`config.mk`:
```
export PLATFORM = sky130hd
export DESIGN_NAME = memory_stage
export DESIGN_NICKNAME = d
export VERILOG_FILES = /design/src/rtl/memory_stage.sv
export SDC_FILE = /design/constraint.sdc
export NUM_CORES = 1
export LEC_CHECK = 0
export CAP_MARGIN = 20
export CORE_AREA = 10 10 99 167
export CTS_CLUSTER_SIZE = 30
export DETAILED_ROUTE_END_ITERATION = 12
export DIE_AREA = 0 0 109 177
export GPL_TIMING_DRIVEN = 1
export HOLD_SLACK_MARGIN = 0.06
export PLACE_DENSITY = 0.87
export SYNTH_ARGS = -nofsm -noshare
export SYNTH_HDL_FRONTEND = slang
export SYNTH_SLANG_ARGS = --single-unit
```
`constraint.sdc`:
```
create_clock -name clk -period 2 [get_ports clk]
set_input_delay 0.4 -clock clk [delete_from_list [all_inputs] [get_ports clk]]
set_output_delay 0.4 -clock clk [all_outputs]
set_load 0.03 [all_outputs]
```
`src/rtl/memory_stage.sv`:
```
// MEM stage: takes one EXE bundle per handshake, runs the data-SRAM access, aligns load
// data, builds store strobes, and holds the result in the pipeline register read by WB.
module memory_stage #(
    parameter int DATA_W = 32,
    parameter int REG_AW = 6
) (
    input  logic              clk,
    input  logic              reset,
    input  logic              in_valid,
    output logic              in_ready,
    input  logic              in_reg_en,
    input  logic [REG_AW-1:0] in_reg_waddr,
    input  logic              in_mem_read,
    input  logic              in_mem_write,
    input  logic [1:0]        in_mem_size,
    input  logic              in_mem_sign,
    input  logic [DATA_W-1:0] in_alu_result,
    input  logic [DATA_W-1:0] in_store_data,
    input  logic              in_double_en,
    input  logic              in_MD_result,
    output logic              data_req,
    output logic              data_wr,
    output logic [DATA_W-1:0] data_addr,
    output logic [3:0]        data_wstrb,
    output logic [DATA_W-1:0] data_wdata,
    input  logic              data_addr_ok,
    input  logic              data_rvalid,
    input  logic [DATA_W-1:0] data_rdata,
    output logic              out_valid,
    input  logic              out_ready,
    output logic              exe_reg_en,
    output logic [REG_AW-1:0] exe_reg_waddr,
    output logic              exe_mem_read,
    output logic [DATA_W-1:0] alu_result_reg,
    output logic [DATA_W-1:0] mem_rdata,
    output logic              exe_double_en,
    output logic              exe_MD_result,
    output logic              addr_err
);

    typedef enum logic [1:0] {IDLE, REQ, WAIT, FULL} state_t;

    state_t            state, state_nxt;
    logic              accept;
    logic              is_mem;
    logic              misalign;
    logic              go_req;
    logic [1:0]        in_lane;
    logic [3:0]        strb_nxt;
    logic [DATA_W-1:0] wdata_nxt;
    logic              wr_q;
    logic [3:0]        strb_q;
    logic [DATA_W-1:0] wdata_q;
    logic [1:0]        size_q;
    logic              sign_q;
    logic [DATA_W-1:0] load_val;
    logic [1:0]        ld_lane;
    logic [7:0]        ld_byte;
    logic [15:0]       ld_half;

    assign in_lane = in_alu_result[1:0];

    // Decode of the incoming bundle, used only on the accept edge.
    always_comb begin
        is_mem    = in_mem_read | in_mem_write;
        misalign  = 1'b0;
        strb_nxt  = 4'b1111;
        wdata_nxt = in_store_data;
        case (in_mem_size)
            2'd0: begin
                strb_nxt  = 4'b0001 << in_lane;
                wdata_nxt = {4{in_store_data[7:0]}};
            end
            2'd1: begin
                misalign  = is_mem & in_lane[0];
                strb_nxt  = 4'b0011 << in_lane;
                wdata_nxt = {2{in_store_data[15:0]}};
            end
            default: misalign = is_mem & (in_lane != 2'b00);
        endcase
        go_req = is_mem & ~misalign;
    end

    // Load alignment from the latched address and size.
    always_comb begin
        ld_lane  = alu_result_reg[1:0];
        ld_byte  = data_rdata[{ld_lane, 3'b000} +: 8];
        ld_half  = data_rdata[{ld_lane[1], 4'b0000} +: 16];
        case (size_q)
            2'd0:    load_val = {{(DATA_W-8){sign_q & ld_byte[7]}}, ld_byte};
            2'd1:    load_val = {{(DATA_W-16){sign_q & ld_half[15]}}, ld_half};
            default: load_val = data_rdata;
        endcase
    end

    always_comb begin
        state_nxt = state;
        in_ready  = 1'b0;
        out_valid = 1'b0;
        data_req  = 1'b0;
        case (state)
            IDLE: begin
                in_ready = 1'b1;
                if (in_valid) state_nxt = go_req ? REQ : FULL;
            end
            REQ: begin
                data_req = 1'b1;
                if (data_addr_ok) state_nxt = WAIT;
            end
            WAIT: if (data_rvalid) state_nxt = FULL;
            FULL: begin
                out_valid = 1'b1;
                in_ready  = out_ready;
                if (out_ready) state_nxt = in_valid ? (go_req ? REQ : FULL) : IDLE;
            end
            default: state_nxt = IDLE;
        endcase
    end

    assign accept     = in_valid & in_ready;
    assign data_addr  = {alu_result_reg[DATA_W-1:2], 2'b00};
    // Write-side signals only carry meaning while the request is outstanding.
    assign data_wr    = data_req & wr_q;
    assign data_wstrb = data_wr ? strb_q : 4'b0000;
    assign data_wdata = data_wr ? wdata_q : '0;

    always_ff @(posedge clk) begin
        if (reset) begin
            state          <= IDLE;
            exe_reg_en     <= 1'b0;
            exe_reg_waddr  <= '0;
            exe_mem_read   <= 1'b0;
            alu_result_reg <= '0;
            mem_rdata      <= '0;
            exe_double_en  <= 1'b0;
            exe_MD_result  <= 1'b0;
            addr_err       <= 1'b0;
            wr_q           <= 1'b0;
            strb_q         <= 4'b0000;
            wdata_q        <= '0;
            size_q         <= 2'd0;
            sign_q         <= 1'b0;
        end else begin
            state <= state_nxt;
            if (accept) begin
                exe_reg_en     <= in_reg_en & ~misalign;
                exe_reg_waddr  <= in_reg_waddr;
                exe_mem_read   <= in_mem_read;
                alu_result_reg <= in_alu_result;
                mem_rdata      <= '0;
                exe_double_en  <= in_double_en;
                exe_MD_result  <= in_MD_result;
                addr_err       <= misalign;
                // A load takes priority when both read and write are flagged.
                wr_q           <= in_mem_write & ~in_mem_read;
                strb_q         <= strb_nxt;
                wdata_q        <= wdata_nxt;
                size_q         <= in_mem_size;
                sign_q         <= in_mem_sign;
            end else if (state == WAIT && data_rvalid && exe_mem_read) begin
                mem_rdata <= load_val;
            end
        end
    end

endmodule

```
==> summary.txt, run 1 <==
Crit Path Max Fanout - 8
Slew Limit Fails - 0
Half-perimeter wire length after placement - 15400 µm
Compound-Gate Fraction of Synth Area - 19.5%
Share of cell area taken by muxes after synthesis - 6.15%
Number of nets with antenna violations after routing - 0
Fraction of layout instances using a drive strength above 1 - 16.8%
Post-route clock skew - 0.0127 ns
Initial antenna violation count - 1
Main combinational cell family by area after synthesis - simple AND/OR/NAND/NOR gates
Main area contributors after synthesis - dfxtp_1 42%, nand2_1 11%, a21oi_1 6.6%, buf_4 4.4%, and3_1 4.2%
Share of the synthesized area in the top cell type - 41.6%
Min cycle time layout - 1.97 ns
Placed Instances - 1072
Launch instance of the worst min-delay path - exe_reg_waddr[0]
Max-cap check violation count - 0
Post-Route Setup TNS - 0 ns
Gate count after technology mapping - 692
Top-level port count - 263
R2r setup slk - 0.22 ns
CP Data Required Time - 1.60 ns
Clock edge transition at the registers on the reported setup and hold paths - 0.05 ns
Synthesized area divided by synthesized cell count - 8.14 µm²
Worst Setup Path Type - reg -> out
Worst Hold Path EP - exe_reg_waddr[0]
Largest net degree at the start of global routing - 44
CTS tree - done
Starting density of the core - 40.9%
Die span in y - 177 µm
Number of global-route vias before repair - 5868
Category of the worst setup path capture point - output pin
Post-cts hold buffer count - 0
Final Hold Viols - 0
Final design instance area without fill - 0.00906 mm²
Headroom to the max-slew limit - 62.0%
Share of the yosys chip area belonging to registers - 41.6%
Routed length per placed instance - 19.0 µm
Most area-hungry cell type in the Yosys netlist - dfxtp_1
Clock Path Buffers - 2
Launching element type of the critical path - flip-flop
Minimum hold slack - 0.451 ns
Most used routing layer - met2
Die boundary width - 109 µm
Post-DP Area - 0.00824 mm²
Area added between synthesis and finish - 60.9%
Drc violations - 0
Number of sinks handled by clock tree synthesis - 117
Fmax - 0.507 GHz
FF-to-FF End - wdata_q[13]
H-tree Lvls - 4
Worst-Skew Late Latency - 0.40 ns
Iteration count of the initial detailed-routing pass - 4
VDD IR-drop max - 842 µV
Fill count - 1099
Core outline area - 0.0138 mm²
Worst slack at placement - -0.0773 ns
Mean number of vias per cell - 5.31
Result of the run - finished clean
Reg-to-reg startpoint - state[0]
Share of synthesized cell area in and, or, nand and nor gates - 22.9%
WHS Path Cells - 2
Met1 usage - 21.1%
Setup repair after global routing missed its margin - yes
Die Area - 0.0193 mm²
Commonest cells after routing, fill and taps aside - 217 x clkdlybuf4s50_1, 158 x nand2_1, 115 x dfxtp_1
Post-layout power - 10.9 mW
Leak Pwr - 3.54 nW
Number of core rows - 57
Total grt overflow - 0
Crit path setup slack, layout - 0.0288 ns
XOR/XNOR share of the synthesized area - 0%
Flops & latches, synth - 117
Global router's overall resource usage - 20.2%
NumNets Final - 1040
WP data arrival - 1.57 ns
Share of the clock period used by the worst path - 98.6%
Actual slew at the worst max-slew pin - 0.568 ns
Synth unique cells - 40
Cell area after synthesis - 0.00563 mm²
M2 GR Usage - 35.4%
First-pass GRT wire length - 31000 µm
Most common library cell in the layout ignoring fill and taps - clkdlybuf4s50_1
Total Routed Length - 21100 µm
Port bufs - 260
Power density over cell area - 1200 mW/mm²
Global-route track usage on met3 - 5.76%
Setup violation total in the final timing report - 0
DRT iter0 DRCs - 355
Layout Utilization - 65.8%
Class of the tightest hold or removal check - reg -> reg
Weighted congestion at the end of routability-driven global placement - 0.840
Non-filler cells, final - 1110
Cells on worst reg2reg path - 7
Yosys warning count - 0
TritonCTS Buffers - 17
Via count - 5892
Synthesized-area fraction occupied by adder cells - 0.888%
Root buffer cell - clkbuf_16
[layout make-up]
type / count / area (µm²) / area share (%)
repair buffers: 299 / 3010 / 33.3
diodes: 1 / 2.50 / 0.0276
multi-input cells: 480 / 2850 / 31.4
inverters: 5 / 21.3 / 0.235
clock buffers: 20 / 447 / 4.93
flip-flops and latches: 117 / 2350 / 25.9
clock inverters: 11 / 158 / 1.74
well taps: 177 / 221 / 2.44
[routing by layer]
metal	vias up	wire, µm
met5	-	0
met4	0	809
met3	41	1590
met2	240	11000
met1	2784	7710
li1	2827	-
[kinds of logic (layout without fill, tap and decap cells)]
group,count (synthesis),in the layout
simple gates,275,275
compound gates,166,166
flops,117,117
buf+inv,96,335
mux,33,33
fa+ha+maj,4,4
other cells,1,3
[critical path, stage by stage, from the launching register on]
cell       delay, ns
dfxtp_4         0.36
inv_4           0.06
ha_4            0.24
clkbuf_16       0.18
and3_1          0.18
buf_6           0.15
[where the power goes]
part	switching (mW)	total, mW	internal, mW
registers	0.322	3.15	2.83
clock network	1.04	3.14	2.10
logic	2.65	4.62	1.97
total	4.01	10.9	6.89
[synth_stat cells, drive strengths merged]
cell / instances
mux2: 13
nor3: 5
a2111oi: 1
nand2: 159
a32oi: 1
o21a: 6
o21ai: 20
nor2: 29
nor4: 1
o211ai: 17
or3: 1
conb: 1
a31oi: 8
a211oi: 9
o22a: 1
a21o: 1
nand3b: 11
and3: 38
a311oi: 10
mux2i: 20
nand2b: 2
clkinv: 1
nor4bb: 1
nor2b: 7
a21oi: 74
ha: 4
nor4b: 2
dfxtp: 117
inv: 4
o21bai: 1
and2: 18
or4b: 1
o221a: 17
clkbuf: 44
buf: 47
[worst max-delay path by stage]
stage                     endpoint  slack (ns)      startpoint  cells past startpoint
floorplan           data_wdata[10]       0.005        state[0]                      4
global placement     mem_rdata[13]       -0.01  data_rdata[23]                      7
detailed placement   mem_rdata[11]       -0.08  data_rdata[15]                      6
CTS                 data_wdata[31]       -0.01        state[1]                      5
global route         data_wdata[8]       -0.02        state[1]                      5
finish               data_wdata[8]        0.03        state[1]                      5
[what timing repair did]
action	4_1_cts	5_1_grt
gates resized for setup	6	29
gates cloned	0	5
buffers inserted	1	0
endpoints found under the setup margin	39	39
pin swaps	0	2
Note: power is estimated with default switching activity, not from simulation.
==> inputs of run 2 (changes only) <==
--- a/config.mk
+++ b/config.mk
@@ -11,7 +11,7 @@
 export DETAILED_ROUTE_END_ITERATION = 12
 export DIE_AREA = 0 0 109 177
 export GPL_TIMING_DRIVEN = 1
-export HOLD_SLACK_MARGIN = 0.06
+export HOLD_SLACK_MARGIN = 0.02
 export PLACE_DENSITY = 0.87
 export SYNTH_ARGS = -nofsm -noshare
 export SYNTH_HDL_FRONTEND = slang
==> results of run 2 <==
Same layout as run 1: the final DEF is identical, and so are final timing and power.
==> inputs of run 3 (changes only) <==
--- a/config.mk
+++ b/config.mk
@@ -12,7 +12,7 @@
 export DIE_AREA = 0 0 109 177
 export GPL_TIMING_DRIVEN = 1
 export HOLD_SLACK_MARGIN = 0.02
-export PLACE_DENSITY = 0.87
+export PLACE_DENSITY_LB_ADDON = 0.08
 export SYNTH_ARGS = -nofsm -noshare
 export SYNTH_HDL_FRONTEND = slang
 export SYNTH_SLANG_ARGS = --single-unit
==> constraint.sdc (replaced) <==
create_clock -name clk -period 2 [get_ports clk]
set_input_delay 0.4 -clock clk [delete_from_list [all_inputs] [get_ports clk]]
set_output_delay 0.4 -clock clk [all_outputs]
set_load 0.005 [all_outputs]
==> run 3 against run 2 <==
Via count decreased by 1.8%. Sequential power hardly changed. Die area unchanged. Clock skew shrank 0.0071 ns. Maximum frequency down 0.93%. Clock power is 5% higher. Critical path depth stayed put. Non-clock buffer count increased by 3. Highest routed layer unchanged. Clock-buffer cell count is 1 higher. Power down 4.0%. First-iteration DRC count fell by 21%.
==> summary.txt, run 3 (synthesis gave the netlist of run 1 again) <==
Result of the run - finished clean
Actual slew at the worst max-slew pin - 0.522 ns
Reg-to-reg startpoint - state[0]
Die Area - 0.0193 mm²
Area added between synthesis and finish - 60.5%
Routed length per placed instance - 18.4 µm
Post-Route Setup TNS - 0 ns
Core outline area - 0.0138 mm²
Worst Setup Path Type - reg -> out
Most common library cell in the layout ignoring fill and taps - clkdlybuf4s50_1
TritonCTS Buffers - 17
Fill count - 1144
Area taken by flip-flops and latches - 0.00235 mm²
Number of core rows - 57
First-pass GRT wire length - 31500 µm
Class of the tightest hold or removal check - reg -> reg
Capture point of the worst path - in_ready
Port bufs - 260
Initial antenna violation count - 1
Minimum hold slack - 0.451 ns
H-tree Lvls - 4
Weighted congestion at the end of routability-driven global placement - 0.872
Worst-Skew Late Latency - 0.40 ns
Launch point of the critical path - state[0]
Headroom to the max-slew limit - 65.0%
Setup violation total in the final timing report - 0
Max-cap check violation count - 0
Fmax - 0.503 GHz
Number of global-route vias before repair - 5967
Power density over cell area - 1160 mW/mm²
Iteration count of the initial detailed-routing pass - 5
Total grt overflow - 0
Layout Utilization - 65.7%
Half-perimeter wire length after placement - 15100 µm
Share of the clock period used by the worst path - 99.5%
R2r setup slk - 0.18 ns
Post-route clock skew - 0.00566 ns
Slew Limit Fails - 0
Clock edge transition at the registers on the reported setup and hold paths - 0.05 ns
Top-level port count - 263
Commonest cells after routing, fill and taps aside - 220 x clkdlybuf4s50_1, 158 x nand2_1, 114 x dfxtp_1
CP Data Required Time - 1.60 ns
Category of the worst setup path capture point - output pin
Setup repair after global routing missed its margin - yes
Die boundary width - 109 µm
Launching element type of the critical path - flip-flop
CTS tree - done
Drc violations - 0
FF-to-FF End - state[0]
Largest net degree at the start of global routing - 86
Cells on worst reg2reg path - 8
Min cycle time layout - 1.99 ns
Post-layout power - 10.5 mW
VDD IR-drop max - 686 µV
Number of nets with antenna violations after routing - 0
Total Routed Length - 20400 µm
Number of sinks handled by clock tree synthesis - 117
Mean number of vias per cell - 5.20
Die span in y - 177 µm
WP data arrival - 1.59 ns
Fraction of layout instances using a drive strength above 1 - 17.2%
DRT iter0 DRCs - 279
Root buffer cell - clkbuf_16
Final Hold Viols - 0
Crit Path Max Fanout - 4
Leak Pwr - 3.53 nW
Launch instance of the worst min-delay path - exe_reg_waddr[0]
Starting density of the core - 40.9%
Clock Path Buffers - 2
NumNets Final - 1043
Area of combinational cells with multiple inputs - 0.00287 mm²
Via count - 5788
Global router's overall resource usage - 20.5%
## run 3: changes by cell type in the layout (fill, tap and decap cells not counted), sizes merged
cell,delta
dlygate4sd2,+1
clkdlybuf4s50,+3
clkdlybuf4s15,+2
clkbuf,+9
clkinv,-3
clkinvlp,+3
buf,-10
dlymetal6s2s,-1
## run 3: final cells by class
| type | count | share of cell area, % |
|---|---|---|
| Sequential cell | 117 | 26.0 |
| Multi-Input combinational cell | 480 | 31.7 |
| Timing Repair Buffer | 302 | 32.4 |
| Tap cell | 177 | 2.45 |
| Inverter | 5 | 0.208 |
| Clock buffer | 21 | 5.31 |
| Antenna cell | 1 | 0.0277 |
| Clock inverter | 11 | 1.91 |
## run 3: timing repair
item / 4_1_cts / 5_1_grt
endpoints found under the hold margin: 0 / 0
cloned: 2 / 1
gates resized for setup: 131 / 30
setup buffers: 1 / 1
hold buffers: 0 / 0
pin swaps: 2 / 1
setup endpoints to repair: 41 / 18
## run 3: power breakdown
| part | total, mW | leakage [nW] | internal [mW] | switching [mW] |
|---|---|---|---|---|
| Combinational | 4.01 | 2.27 | 2.07 | 1.94 |
| Sequential | 3.15 | 0.954 | 2.82 | 0.320 |
| Clock | 3.31 | 0.308 | 2.22 | 1.09 |
| Total | 10.5 | 3.53 | 7.12 | 3.35 |
## run 3: metal layers
layer	up-vias	wire (µm)	GRT usage, %
met1	2717	7340	20.6
li1	2833	-	-
met3	29	1800	7.70
met2	209	10800	36.7
met4	0	480	7.89
met5	-	0	0
## run 3: worst min-delay path by stage
stage | to | slack, ns | cells past startpoint
after floorplan | wdata_q[31] | 0.43 | 2
after global placement | wdata_q[26] | 0.44 | 2
final | exe_reg_waddr[0] | 0.45 | 2
after detailed placement | wdata_q[0] | 0.45 | 2
after CTS | wdata_q[0] | 0.45 | 2
after global routing | exe_reg_en | 0.47 | 2
## run 3: through the flow
step	setup WS [ns]	instances	area (µm²)
after floorplan	0.230	693	5640
after global placement	-0.0689	1077	8390
after detailed placement	-0.0602	1077	8390
after CTS	-0.00970	1112	9000
after global routing	-0.0437	1114	9040
final	0.0104	1114	9040
## run 3: critical path: stages (launching register included)
cell and delay, ns:
dfxtp_4 0.38, inv_1 0.07, ha_2 0.19, a21o_1 0.17, nor2b_1 0.12, dlygate4sd2_1 0.26
